## src/rtl/alu_pipeline_nstage_pkg.sv

```systemverilog
// alu_pipeline_nstage_pkg
//   Shared types for the ALU pipeline shell: forwarding bundle, commit
//   output record, younger-write (WAW) notification and the per-stage
//   payload carried down the pipe.
//   No ports (package).
package alu_pipeline_nstage_pkg;

  // Deepest pipeline the shared types can describe.
  localparam int NStagesMax = 4;
  // Widest result any ALU flavour produces (CHERIoT capability width).
  localparam int OpW        = 65;
  // Latency field wide enough to name any stage up to NStagesMax.
  localparam int LatWMax    = 3;

  // Younger writes issued by the issuer this cycle (two issue channels).
  typedef struct packed {
    logic [1:0] valid;
    logic [4:0] rd0;
    logic [4:0] rd1;
  } waw_act_t;

  // Per-stage forwarding view; index s-1 describes stage s, index
  // NStages-1 is WB.
  typedef struct packed {
    logic [NStagesMax-1:0]          valid;
    logic [NStagesMax-1:0][4:0]     addr;
    logic [NStagesMax-1:0][OpW-1:0] data;
  } pl_fwdn_t;

  // Record handed to commit; exception fields are unused by the ALU.
  typedef struct packed {
    logic           we;
    logic           wrsv;
    logic [4:0]     waddr;
    logic [OpW-1:0] wdata;
    logic [31:0]    pc;
    logic           err;
    logic [5:0]     mcause;
    logic [31:0]    mtval;
    logic           is_cap;
  } pl_out_t;

  // Everything a stage holds apart from its valid bit.
  typedef struct packed {
    logic [4:0]         rd;
    logic               we;
    logic [31:0]        pc;
    logic [LatWMax-1:0] lat;
    logic               have_res;
    logic               cancel;
    logic [OpW-1:0]     data;
  } alupl_stage_t;

  // True when either younger-write channel targets rd.
  function automatic logic waw_hit(input waw_act_t waw, input logic [4:0] rd);
    return (waw.valid[0] && (waw.rd0 == rd)) || (waw.valid[1] && (waw.rd1 == rd));
  endfunction

endpackage

```

## src/rtl/alu_pipeline_nstage_stage.sv

```systemverilog
// alu_pipeline_nstage_stage
//   One register slice of the ALU pipeline: late-result capture, sticky
//   WAW cancel, stall detection and forward-valid generation.
// Ports:
//   clk_i, rst_ni, flush_i  clock, async active-low reset, pipeline kill
//   in_valid, in_payload    instruction offered by the previous stage
//   rdy                     this stage may load (empty or draining)
//   late_valid, late_result multi-cycle unit result for lat==StageIdx
//   waw_act                 younger writes issued this cycle
//   valid, blocked          occupancy and "waiting for late result"
//   out_valid, out_payload  what this stage hands downstream this cycle
//   fwd_valid               forward valid for the registered contents
//   fwd_valid_next,
//   fwd_addr_next           forward valid / rd the stage will hold next
//   fwd_addr, fwd_data      registered rd / result for forwarding
module alu_pipeline_nstage_stage
  import alu_pipeline_nstage_pkg::*;
#(
  parameter int StageIdx = 1,
  parameter bit FwdEn    = 1'b1
) (
  input  logic           clk_i,
  input  logic           rst_ni,
  input  logic           flush_i,
  input  logic           in_valid,
  input  alupl_stage_t   in_payload,
  input  logic           rdy,
  input  logic           late_valid,
  input  logic [OpW-1:0] late_result,
  input  waw_act_t       waw_act,
  output logic           valid,
  output logic           blocked,
  output logic           out_valid,
  output alupl_stage_t   out_payload,
  output logic           fwd_valid,
  output logic           fwd_valid_next,
  output logic [4:0]     fwd_addr_next,
  output logic [4:0]     fwd_addr,
  output logic [OpW-1:0] fwd_data
);

  localparam logic [LatWMax-1:0] MyLat = LatWMax'(StageIdx);

  logic         valid_q, valid_d;
  alupl_stage_t payload_q, payload_d;

  // Effective contents this cycle: fold in a late result arriving for this
  // stage and any younger write to our rd, so both travel with the
  // instruction if it moves on at this edge.
  always_comb begin
    out_payload = payload_q;
    if (valid_q && (payload_q.lat == MyLat) && !payload_q.have_res && late_valid) begin
      out_payload.data     = late_result;
      out_payload.have_res = 1'b1;
    end
    if (valid_q && waw_hit(waw_act, payload_q.rd)) begin
      out_payload.cancel = 1'b1;
    end
  end

  assign blocked   = valid_q && (out_payload.lat == MyLat) && !out_payload.have_res;
  assign out_valid = valid_q && !blocked;
  assign valid     = valid_q;

  // Next-state selection: flush wins over everything, otherwise load the
  // upstream instruction when allowed, otherwise hold our own contents.
  always_comb begin
    valid_d   = valid_q;
    payload_d = out_payload;
    if (flush_i) begin
      valid_d            = 1'b0;
      payload_d.have_res = 1'b0;
      payload_d.cancel   = 1'b0;
    end else if (rdy) begin
      valid_d = in_valid;
      if (in_valid) begin
        payload_d = in_payload;
      end
    end
  end

  assign fwd_valid = FwdEn && valid_q && payload_q.we && (payload_q.rd != 5'd0) &&
                     payload_q.have_res && !payload_q.cancel && !flush_i;
  assign fwd_valid_next = FwdEn && valid_d && payload_d.we && (payload_d.rd != 5'd0) &&
                          payload_d.have_res && !payload_d.cancel;
  assign fwd_addr_next  = payload_d.rd;
  assign fwd_addr       = payload_q.rd;
  assign fwd_data       = payload_q.data;

  // Stage register.
  always_ff @(posedge clk_i or negedge rst_ni) begin
    if (!rst_ni) begin
      valid_q   <= 1'b0;
      payload_q <= '0;
    end else begin
      valid_q   <= valid_d;
      payload_q <= payload_d;
    end
  end

endmodule

```

## src/rtl/alu_pipeline_nstage.sv

```systemverilog
// alu_pipeline_nstage
//   Elastic integer/CHERI ALU pipeline shell, stages EX1..EXn with the last
//   stage acting as WB. Results become available at a per-instruction stage
//   (lat_i); stages publish forwarding info that is cancelled when a younger
//   write to the same rd is issued.
// Build option:
//   ALUPL_STAGE_FWD_EN  defined: stages 2..NStages forward;
//                       undefined: only WB forwards.
// Ports:
//   clk_i, rst_ni      clock, async active-low reset
//   flush_i            kill all in-flight instructions
//   us_valid_i/alupl_rdy_o  issue handshake
//   rd_i, rf_we_i, lat_i, pc_i, ex1_result_i  issued instruction
//   late_result_i, late_valid_i  multi-cycle unit result
//   waw_act_i          younger writes issued this cycle
//   fwd_act_o          registered per-register forward-pending bitmap
//   fwd_info_o         per-stage forwarding valid/addr/data
//   ds_rdy_i/alupl_valid_o/alupl_output_o  commit handshake and record
module alu_pipeline_nstage
  import alu_pipeline_nstage_pkg::*;
#(
  parameter int NStages = 3,
  parameter int DataW   = 65,
  parameter int LatW    = 2
) (
  input  logic             clk_i,
  input  logic             rst_ni,
  input  logic             flush_i,
  input  logic             us_valid_i,
  output logic             alupl_rdy_o,
  input  logic [4:0]       rd_i,
  input  logic             rf_we_i,
  input  logic [LatW-1:0]  lat_i,
  input  logic [31:0]      pc_i,
  input  logic [DataW-1:0] ex1_result_i,
  input  logic [DataW-1:0] late_result_i,
  input  logic             late_valid_i,
  input  waw_act_t         waw_act_i,
  output logic [31:0]      fwd_act_o,
  output pl_fwdn_t         fwd_info_o,
  input  logic             ds_rdy_i,
  output logic             alupl_valid_o,
  output pl_out_t          alupl_output_o
);

`ifdef ALUPL_STAGE_FWD_EN
  localparam bit FwdAllStages = 1'b1;
`else
  localparam bit FwdAllStages = 1'b0;
`endif

  logic [NStages-1:0] stg_valid, stg_blocked, stg_out_valid, stg_rdy, stg_in_valid;
  logic [NStages-1:0] stg_fwd_valid, stg_fwd_valid_next;
  alupl_stage_t       stg_in_payload  [NStages];
  alupl_stage_t       stg_out_payload [NStages];
  logic [4:0]         stg_fwd_addr_next [NStages];
  logic [4:0]         stg_fwd_addr      [NStages];
  logic [OpW-1:0]     stg_fwd_data      [NStages];
  alupl_stage_t       issue_payload, wb_payload;
  logic [31:0]        fwd_act_d, fwd_act_q;

  // Build the EX1 payload from the issuer; a latency-1 op already has its
  // result in hand.
  always_comb begin
    issue_payload          = '0;
    issue_payload.rd       = rd_i;
    issue_payload.we       = rf_we_i;
    issue_payload.pc       = pc_i;
    issue_payload.lat      = LatWMax'(lat_i);
    issue_payload.have_res = (lat_i == LatW'(1));
    issue_payload.cancel   = 1'b0;
    issue_payload.data     = OpW'(ex1_result_i);
  end

  // Ready ripples from commit back to EX1; a stage waiting on its late
  // result holds itself and everything behind it.
  always_comb begin
    stg_rdy = '0;
    stg_rdy[NStages-1] = !stg_valid[NStages-1] || (ds_rdy_i && !stg_blocked[NStages-1]);
    for (int i = NStages - 2; i >= 0; i--) begin
      stg_rdy[i] = !stg_valid[i] || (stg_rdy[i+1] && !stg_blocked[i]);
    end
  end

  assign alupl_rdy_o = stg_rdy[0];

  for (genvar i = 0; i < NStages; i++) begin : g_stage
    if (i == 0) begin : g_head
      assign stg_in_valid[i]   = us_valid_i;
      assign stg_in_payload[i] = issue_payload;
    end else begin : g_body
      assign stg_in_valid[i]   = stg_out_valid[i-1];
      assign stg_in_payload[i] = stg_out_payload[i-1];
    end

    alu_pipeline_nstage_stage #(
      .StageIdx (i + 1),
      .FwdEn    (FwdAllStages ? (i >= 1) : (i == NStages - 1))
    ) u_stage (
      .clk_i          (clk_i),
      .rst_ni         (rst_ni),
      .flush_i        (flush_i),
      .in_valid       (stg_in_valid[i]),
      .in_payload     (stg_in_payload[i]),
      .rdy            (stg_rdy[i]),
      .late_valid     (late_valid_i),
      .late_result    (OpW'(late_result_i)),
      .waw_act        (waw_act_i),
      .valid          (stg_valid[i]),
      .blocked        (stg_blocked[i]),
      .out_valid      (stg_out_valid[i]),
      .out_payload    (stg_out_payload[i]),
      .fwd_valid      (stg_fwd_valid[i]),
      .fwd_valid_next (stg_fwd_valid_next[i]),
      .fwd_addr_next  (stg_fwd_addr_next[i]),
      .fwd_addr       (stg_fwd_addr[i]),
      .fwd_data       (stg_fwd_data[i])
    );
  end

  // Gather the per-stage forwarding view; unused upper slots stay zero.
  always_comb begin
    fwd_info_o = '0;
    for (int i = 0; i < NStages; i++) begin
      fwd_info_o.valid[i] = stg_fwd_valid[i];
      fwd_info_o.addr[i]  = stg_fwd_addr[i];
      fwd_info_o.data[i]  = stg_fwd_data[i];
    end
  end

  // Decode what will be forwardable after this edge into a register map;
  // x0 is never pending.
  always_comb begin
    fwd_act_d = '0;
    for (int i = 0; i < NStages; i++) begin
      if (stg_fwd_valid_next[i]) begin
        fwd_act_d[stg_fwd_addr_next[i]] = 1'b1;
      end
    end
    fwd_act_d[0] = 1'b0;
  end

  // Registered forward-pending bitmap, cleared by flush on the same edge.
  always_ff @(posedge clk_i or negedge rst_ni) begin
    if (!rst_ni) begin
      fwd_act_q <= '0;
    end else if (flush_i) begin
      fwd_act_q <= '0;
    end else begin
      fwd_act_q <= fwd_act_d;
    end
  end

  assign fwd_act_o = fwd_act_q;

  assign wb_payload    = stg_out_payload[NStages-1];
  assign alupl_valid_o = stg_out_valid[NStages-1];

  // Commit record; a cancelled write still reports we but not wrsv.
  always_comb begin
    alupl_output_o       = '0;
    alupl_output_o.we    = wb_payload.we;
    alupl_output_o.wrsv  = wb_payload.we && !wb_payload.cancel;
    alupl_output_o.waddr = wb_payload.rd;
    alupl_output_o.wdata = wb_payload.data;
    alupl_output_o.pc    = wb_payload.pc;
  end

endmodule

```

## config.mk

```make
export PLATFORM = sky130hd
export DESIGN_NAME = alu_pipeline_nstage
export DESIGN_NICKNAME = d
export VERILOG_FILES = /design/src/rtl/alu_pipeline_nstage_pkg.sv /design/src/rtl/alu_pipeline_nstage_stage.sv /design/src/rtl/alu_pipeline_nstage.sv
export SDC_FILE = /design/constraint.sdc
export NUM_CORES = 1
export LEC_CHECK = 0
export ABC_AREA = 1
export BUFFER_PORTS_ARGS = -buffer_cell sky130_fd_sc_hd__buf_2
export CAP_MARGIN = 10
export CORE_AREA = 8 8 245 247
export DETAILED_ROUTE_END_ITERATION = 10
export DIE_AREA = 0 0 253 255
export GPL_TIMING_DRIVEN = 0
export PLACE_DENSITY = 0.58
export SYNTH_ARGS = -nofsm -noshare
export SYNTH_HDL_FRONTEND = slang
export SYNTH_SLANG_ARGS = --single-unit
```

## constraint.sdc

```tcl
create_clock -name clk_i -period 3.6 [get_ports clk_i]
set_input_delay 0.18 -clock clk_i [delete_from_list [all_inputs] [get_ports clk_i]]
set_output_delay 0.18 -clock clk_i [all_outputs]
set_load 0.01 [all_outputs]
```

# Word level (Yosys, flattened, before mapping)
# Cells that the tools add are included.
# word_totals
word_cells	137
output_inout_bits	462
input_bits	188
register_bits	356
# classes
reduce_logical	67
magnitude_cmp	2
bitwise_logic	1
n_mux	32
n_eq_ne	10
# op_table
op	n
65-bit two-way mux	6
67-bit two-way mux	4
108-bit two-way mux	2
32-bit two-way mux	2
41-bit two-way mux	1
1-bit logical AND	38
5-bit == test	6
1-bit zero test	16
1-bit two-way mux	13
5-bit nonzero test	2
3-bit AND reduction	3
1-bit logical OR	6
5-bit by 6-bit < comparator with 1-bit output (second input constant)	1
2-bit two-way mux	3
1-bit demux with 5-bit select	1
5-bit by 1-bit >= comparator with 1-bit output (second input constant)	1
2-bit by 1-bit == test with 1-bit output (second input constant)	2
2-bit == test (second input constant)	2
2-bit nonzero test	2
1-bit NOT	1

# Depth between registers and ports, before layout
# Gate-level depths: netlist (run 1).
# logic_depth
ltp_word	18
depth_mapped	15
ltp_nobuf	13

# By module
# A second synthesis (run 1) with hierarchy kept.
# unflattened
hier_cells	2971
hier_area_um2	21574.4
# modules_own_cells
mod	cells_per_inst	seq_area_each_um2	area_each_um2	n_inst
alu_pipeline_nstage_stage at g_stage[0].u_stage ...	849	2727.6	6267.3	2
alu_pipeline_nstage_stage at g_stage[2].u_stage	857	2727.6	6301.0	1
alu_pipeline_nstage	416	775.7	2738.9	1

# Least setup slack after synthesis (run 1)
# No wires, ideal clock.
# synth_path
path_kind	register to register
start	register g_stage[1].u_stage.valid_q
end	register fwd_act_q[10], in the netlist fwd_act_o[10]
synth_period_minus_slack_ns	1.851
stages_incl_launch_ff	15
t_required_ns	3.484
n_path_buf	2
path_slack_ns	1.749
t_arrival_ns	1.735
setup_time_ns	0.116
cell_sequence	dfrtp_1 nand2_1 nor2_1 nand3_2 nand2_2 nor2_4 nand2_4 buf_12 nand2_1 o21ai_2 nor2_1 nand2_2 nand2_4 buf_6 nor2_2
# synth_between
elab_chain_len	17
elab_cells_between_ends	29
cone_classes	order compare: 2; mux: 12; reduce/logical: 15
# synth_lines
element	line_no	source
from (decl)	alu_pipeline_nstage_stage.sv:44	logic valid_q, valid_d;
from (signal assigned)	alu_pipeline_nstage_stage.sv:96	valid_q <= valid_d;
1-bit logical AND	alu_pipeline_nstage_stage.sv:52, alu_pipeline_nstage_stage.sv:61	
1-bit logical AND (2 in a row)	alu_pipeline_nstage_stage.sv:52	if (valid_q && (payload_q.lat == MyLat) && !payload_q.have_res && late_valid) begin
1-bit two-way mux	alu_pipeline_nstage_stage.sv:52	
1-bit zero test	alu_pipeline_nstage_stage.sv:61	assign blocked = valid_q && (out_payload.lat == MyLat) && !out_payload.have_res;
1-bit logical AND	alu_pipeline_nstage_stage.sv:61	
1-bit zero test	alu_pipeline_nstage_stage.sv:62	assign out_valid = valid_q && !blocked;
1-bit logical AND (*)	alu_pipeline_nstage_stage.sv:62	
108-bit two-way mux (*)	alu_pipeline_nstage_stage.sv:76	if (in_valid) begin
108-bit two-way mux (*)	alu_pipeline_nstage_stage.sv:74	end else if (rdy) begin
41-bit two-way mux (*)	alu_pipeline_nstage_stage.sv:70	if (flush_i) begin
net g_stage[2].u_stage.fwd_addr_next[1]	alu_pipeline_nstage_stage.sv:37	output logic [4:0] fwd_addr_next,
5-bit by 6-bit < comparator with 1-bit output (not written as such), or another cell as far along	alu_pipeline_nstage.sv:137	fwd_act_d[stg_fwd_addr_next[i]] = 1'b1;
1-bit logical AND, on equally long branches	alu_pipeline_nstage.sv:137, alu_pipeline_nstage_stage.sv:84	
1-bit two-way mux (not written as such) or 1-bit logical AND (tied branches)	alu_pipeline_nstage.sv:137, alu_pipeline_nstage_stage.sv:84	
1-bit demux with 5-bit select or 1-bit logical AND (tied branches)	alu_pipeline_nstage.sv:137, alu_pipeline_nstage_stage.sv:85	
32-bit two-way mux (*)	alu_pipeline_nstage.sv:136	if (stg_fwd_valid_next[i]) begin
32-bit two-way mux (*)	alu_pipeline_nstage.sv:147	end else if (flush_i) begin
to (signal assigned)	alu_pipeline_nstage.sv:150	fwd_act_q <= fwd_act_d;
to (decl)	alu_pipeline_nstage.sv:60	logic [31:0] fwd_act_d, fwd_act_q;
# Mark *: on every way through the listed nets, which the timed path passes. The rest lies on a longest branch.
# A chain may end at the register's enable or synchronous reset.

==> results of run 1 <==
-- synthesized netlist by cell type, types with 2 or more instances --
| cell | instances | area, µm² |
|---|---|---|
| nand2_2 | 10 | 62.6 |
| o21ai_0 | 145 | 726 |
| buf_1 | 3 | 11.3 |
| nand2_1 | 625 | 2350 |
| nand3_2 | 2 | 20.0 |
| inv_1 | 169 | 634 |
| dfrtp_1 | 355 | 8880 |
| buf_4 | 438 | 3290 |
| o21a_1 | 130 | 976 |
| nand3_1 | 85 | 425 |
| o22ai_1 | 7 | 43.8 |
| nor2_2 | 33 | 206 |
| inv_2 | 4 | 15.0 |
| clkbuf_1 | 63 | 236 |
| nor3_1 | 2 | 10.0 |
| buf_6 | 9 | 101 |
| nand2_4 | 2 | 22.5 |
| nor2_4 | 3 | 33.8 |
| nor2_1 | 176 | 661 |
| o21ai_4 | 2 | 32.5 |
| buf_2 | 34 | 170 |
| a21oi_1 | 145 | 726 |
-- area by class of cell --
class	count	area, µm²	share of cell area
antenna	4	10.0	0.000380
buffer	548	3830	0.145
sequential	355	8880	0.337
timing repair buffer	645	3850	0.146
multi-input combinational	1486	6760	0.257
inverter	173	649	0.0247
tap	756	946	0.0359
clock buffer	63	1220	0.0464
clock inverter	14	184	0.00699
-- final timing paths --
check / to / depth (start not counted)
worst max-delay path: alupl_output_o[118] / 9
worst min-delay path: g_stage[1].u_stage.fwd_data[29] / 4
worst max register to register: g_stage[1].u_stage.fwd_data[60] / 9
worst min register to register: g_stage[2].u_stage.out_payload[91] / 2
max in group asynchronous: g_stage[2].u_stage.fwd_data[4] / 4
min in group asynchronous: fwd_act_o[7] / 2
-- cell families (layout without fill, tap and decap cells) --
kind of cell,count (synthesis),in the layout,synth area share
flops,355,355,0.451
compound gates,433,433,0.129
other cells,1,118,0.000190
simple gates,939,939,0.193
buf+inv,721,1443,0.227
-- flip-flops by register name (all words and copies together), names as in the netlist --
signal / cells
g_stage.u_stage.payload_q: 6
g_stage.u_stage.out_payload: 105
g_stage.u_stage.fwd_addr: 15
fwd_act_o: 31
g_stage.u_stage.valid: 3
g_stage.u_stage.fwd_data: 195
-- tightest hold or removal path, delay by kind of cell --
family          cells  cell delay, ns
compound gates      2            0.20
buf+inv             2            0.18
-- metrics by stage --
| step | util | power [W] | hold WS (ns) | cell area, µm² | TNS, ns |
|---|---|---|---|---|---|
| 6_report | 0.470 | 0.0157 | 0.0427 | 26300 | 0 |
| 4_1_cts | 0.470 | 0.0159 | 0.000755 | 26300 | 0 |
| 2_1_floorplan | - | 0.00906 | -0.116 | 20100 | 0 |
| 3_3_place_gp | 0.424 | 0.0112 | 0.415 | 23700 | -1705.86 |
| 3_5_place_dp | 0.426 | 0.0113 | 0.116 | 23800 | 0 |
| 5_1_grt | 0.470 | 0.0166 | 0.0305 | 26300 | 0 |
-- power breakdown --
group	switching [W]	leakage, nW	total [W]	internal (W)
registers	0.000564	4.30	0.00542	0.00485
logic	0.00299	9.63	0.00589	0.00290
clock network	0.00176	0.689	0.00439	0.00264
-- routing by layer --
metal,GRT usage,wire [µm]
met1,0.277,31100
met2,0.384,37100
met3,0.0467,4410
met4,0.0860,2790
met5,0,25
-- what timing repair did --
| item | CTS | global route |
|---|---|---|
| endpoints found under the setup margin | 0 | 0 |
| setup buffers | 0 | 0 |
| endpoints found under the hold margin | 215 | 0 |
| hold buffers | 108 | 0 |
==> run_results.csv, run 1 <==
group,metric,value,unit
grt,grt_pass1_vias,19000,
critical_path,end_kind,"primary output",
critical_path,crit_type,"register to primary output",
synth,synth_edf_count,0,
timing,worst_slack,0.162,ns
finish,layout_commonest_cell,"nand2_1",
placed_design,gp_congestion,0.909,
cts,cts_resized,0,
timing,worstMarginPinSlew,0.840,ns
drt,drt_drc_violations_left,0,
drt,wl_per_cell,18.6,µm
power,p_per_area,596,nW/µm²
cts,cts_htree_levels,2,
finish,fin_nets,3439,
synth,ys.warnings.count,0,
cts,clk_latency,0.56,ns
critical_path,critPathLaunch,"g_stage[2].u_stage.valid",
finish,nFillCells,5636,
finish,fin_cells,4044,
status,status,"completed",
timing,timing.slew.headroom,0.440,
timing,period_needed,3.44,ns
placed_design,place_inst,3855,
grt,grt_pass1_wl,112,mm
power,power_leakage,14.6,nW
cts,cts_buffer_depth,3,
worst_hold_path,hold_class,"input pin to register",
critical_path,ff2ff_setup_slack,0.82,ns
synth,syn_avg_cell_area,8.04,µm²
die,ios,650,
synth,synthFlopType,"dfrtp_1",
drt,firstDrtPassIters,5,
critical_path,critical_path.top_delay_family,"buffers and inverters",
critical_path,crit_chain,"inv_2 -> nor2_4 -> nand3_1 -> clkbuf_1 -> clkbuf_1 -> nand2_1 -> o21ai_0 -> buf_4 -> buf_2",
die,rows,87,
timing,clock_skew,0.0129,ns
placed_design,port_buffers,534,
worst_hold_path,hold_start,"late_result_i[29]",
timing,finalCritPeriodShare,0.955,
critical_path,path_buf_inv,5,
finish,final_cell_mix,"nand2_1 (625), buf_2 (567), buf_4 (438)",
die,fp.coreArea,56000,µm²
die,initial_core_util,0.352,
placed_design,dp_hpwl,59.4,mm
synth,syn_area,19700,µm²
critical_path,cp-start-kind,"register",
cts,cts_tree,"done",
grt,grt_max_degree,121,
grt,track_usage,0.225,
synth,seq_area_frac_synth,0.451,
synth,async_flop_share,1.00,
critical_path,reg2reg_from,"g_stage[0].u_stage.valid",
critical_path,cp_max_fo,10,
grt,grt.overflow.total,0,
synth,netlist_instances,2449,
die,fp.dieH,255,µm
timing,setup_viol,0,
cts,cts.sinks,355,
timing,hold_viol,0,
critical_path,worstPathArrival,3.26,ns
synth,synth-seq-cells,355,
critical_path,cp_slowest_stage_delay,0.63,ns
critical_path,cp_slowest_cell,"clkbuf_1",
timing,max_freq,0.291,GHz
drt,routed_via_density,4.49,
run,cap_violations,0,
grt,grt_antenna_before_repair,6,
critical_path,required,3.42,ns
drt,routed_wl,75.4,mm
drt,drt_iter0_drc,979,
cts,numCtsBuffers,42,
drt,ant_nets,0,
finish,drive_gt1_frac,0.347,
placed_design,pre_cts_ws,0.747,ns
finish,syn2layout_area_growth,33.7,%
synth,synth.distinct_cells,29,
cts,clk_pin_slew_worst_paths,0.06,ns
die,die_area,64500,µm²
drt,num_vias,18100,
timing,final_max_slew_viol_count,0,
cts,cts_root_buf,"clkbuf_16",
critical_path,crit_top_cell,"clkbuf_1",
timing,rsz0062_at_grt,"no",
power,vdd_drop_max,0.000287,V
die,die_x,253,µm
Power figures use the tool's default switching activity.
==> inputs of run 2 (changes only) <==
==> constraint.sdc (replaced) <==
create_clock -name clk_i -period 3.6 [get_ports clk_i]
set_input_delay 0.18 -clock clk_i [delete_from_list [all_inputs] [get_ports clk_i]]
set_output_delay 0.18 -clock clk_i [all_outputs]
set_load 0.05 [all_outputs]
==> run 2 against run 1 <==
Net effect:
- register-to-register slack about the same
- clock-buffer cell count unchanged
- die area unchanged
- sequential share of layout area about the same
- hold slack about the same
- maximum frequency up 3.0%
- design area about the same
- global-route usage unchanged
==> run_results.csv, run 2 (synthesized netlist as in run 1, its figures left out) <==
group,metric,value,unit
status,status,"completed",
grt,grt_pass1_wl,112,mm
critical_path,required,3.42,ns
cts,cts_root_buf,"clkbuf_16",
timing,setup_viol,0,
placed_design,port_buffers,534,
run,cap_violations,0,
grt,grt_use_met2,0.384,
finish,layout_commonest_cell,"nand2_1",
critical_path,r2r_cells,9,
critical_path,cp_slowest_cell,"clkbuf_1",
timing,max_freq,0.300,GHz
finish,fin_cells,4044,
finish,syn2layout_area_growth,33.7,%
timing,fin_hold_ws,0.0427,ns
finish,fin_nets,3439,
critical_path,worstPathArrival,3.16,ns
power,p_per_area,724,nW/µm²
placed_design,place_inst,3855,
die,ios,650,
critical_path,end_kind,"primary output",
timing,worstMarginPinSlew,0.840,ns
finish,final_cell_mix,"nand2_1 (625), buf_2 (567), buf_4 (438)",
worst_hold_path,worstHoldPathCells,4,
timing,finalCritPeriodShare,0.927,
cts,cts.sinks,355,
grt,grt.met3_usage,0.0467,
cts,numCtsBuffers,42,
timing,worst_slack,0.262,ns
die,die_area,64500,µm²
timing,final_max_slew_viol_count,0,
cts,clk_latency,0.56,ns
drt,ant_nets,0,
power,power_leakage,14.6,nW
drt,drt_iter0_drc,978,
worst_hold_path,hold_class,"input pin to register",
placed_design,dp_hpwl,59.4,mm
timing,timing.slew.headroom,0.440,
critical_path,ff2ff_setup_slack,0.82,ns
placed_design,gp_congestion,0.909,
drt,num_vias,18100,
cts,cts_htree_levels,2,
timing,rsz0062_at_grt,"no",
die,fp.dieH,255,µm
finish,drive_gt1_frac,0.347,
placed_design,pre_cts_ws,0.651,ns
critical_path,critPathLaunch,"g_stage[2].u_stage.valid",
critical_path,crit_chain,"inv_2 -> nor2_4 -> nand3_1 -> clkbuf_2 -> clkbuf_1 -> nand2_1 -> o21ai_0 -> buf_4 -> buf_2",
critical_path,cp_slowest_stage_delay,0.53,ns
grt,grt_max_degree,121,
cts,cts_buffer_depth,3,
cts,clk_pin_slew_worst_paths,0.06,ns
timing,clock_skew,0.0127,ns
die,rows,87,
die,initial_core_util,0.352,
grt,grt_pass1_vias,19000,
die,fp.coreArea,56000,µm²
cts,post_cts_buffers,0,
die,die_x,253,µm
timing,setup-tns-final,0,ns
critical_path,cp-start-kind,"register",
drt,routed_wl,75.4,mm
worst_hold_path,hold_start,"late_result_i[29]",
drt,wl_per_cell,18.7,µm
power,vdd_drop_max,0.000426,V
grt,busiest_layer,"met2",
finish,fin_area,26300,µm²
drt,routed_via_density,4.49,
finish,largest_reg_flops,195,
timing,period_needed,3.34,ns
timing,hold_viol,0,
critical_path,crit_type,"register to primary output",
drt,firstDrtPassIters,5,
grt,met1_usage,0.277,
critical_path,cp_max_fo,10,
placed_design,placed_cell_area,23800,µm²
cts,cts_tree,"done",
drt,drt_drc_violations_left,0,
grt,track_usage,0.225,
grt,grt_antenna_before_repair,6,
grt,grt.overflow.total,0,
critical_path,reg2reg_from,"g_stage[0].u_stage.valid",
## run 2: cell count changes in the layout (fill, tap and decap cells not counted)
cell | before | now
clkbuf_1 | 76 | 75
clkbuf_2 | 0 | 1
## run 2: final timing paths
kind / endpoint
worst min register to register: g_stage[2].u_stage.out_payload[91]
worst min-delay path: g_stage[1].u_stage.fwd_data[29]
min in group asynchronous: fwd_act_o[7]
worst max register to register: g_stage[1].u_stage.fwd_data[60]
max in group asynchronous: g_stage[2].u_stage.fwd_data[4]
worst max-delay path: alupl_output_o[118]
## run 2: stage by stage
step | total power (W) | utilization
floorplan | 0.0125 | -
global placement | 0.0146 | 0.424
detailed placement | 0.0147 | 0.426
CTS | 0.0192 | 0.470
global route | 0.0200 | 0.470
finish | 0.0191 | 0.471
## run 2: layout make-up
class	instances	area (µm²)
timing repair buffer	645	3850
clock buffer	63	1220
fill	5638	29600
antenna	4	10.0
multi-input combinational	1486	6760
sequential	355	8880
buffer	548	3830
tap	756	946
clock inverter	14	184
inverter	173	649
## run 2: what timing repair did
action	4_1_cts	5_1_grt
resized for setup	0	2
endpoints found under the setup margin	0	14
hold endpoints to repair	215	0
hold buffers	108	0
## run 2: power by group
part           internal (W)  switching [W]  total, W  leakage [nW]
Combinational       0.00291        0.00633   0.00924          9.63
Sequential          0.00485       0.000564   0.00542          4.30
Clock               0.00264        0.00176   0.00440         0.689
## run 2: per-layer routing
layer,share of wire,vias to the layer above,wire [µm]
li1,-,8809,-
met1,0.41,8597,31100
met2,0.49,572,37100
met3,0.058,156,4410
met4,0.037,4,2790
met5,0.00033,-,25
## run 2: worst max-delay path, delay by kind of cell, from the launching register on
kind	cells	cell delay [ns]
AOI/OAI and AO/OA	1	0.19
buffers and inverters	5	1.51
and+or+nand+nor	3	0.48
DFF	1	0.42
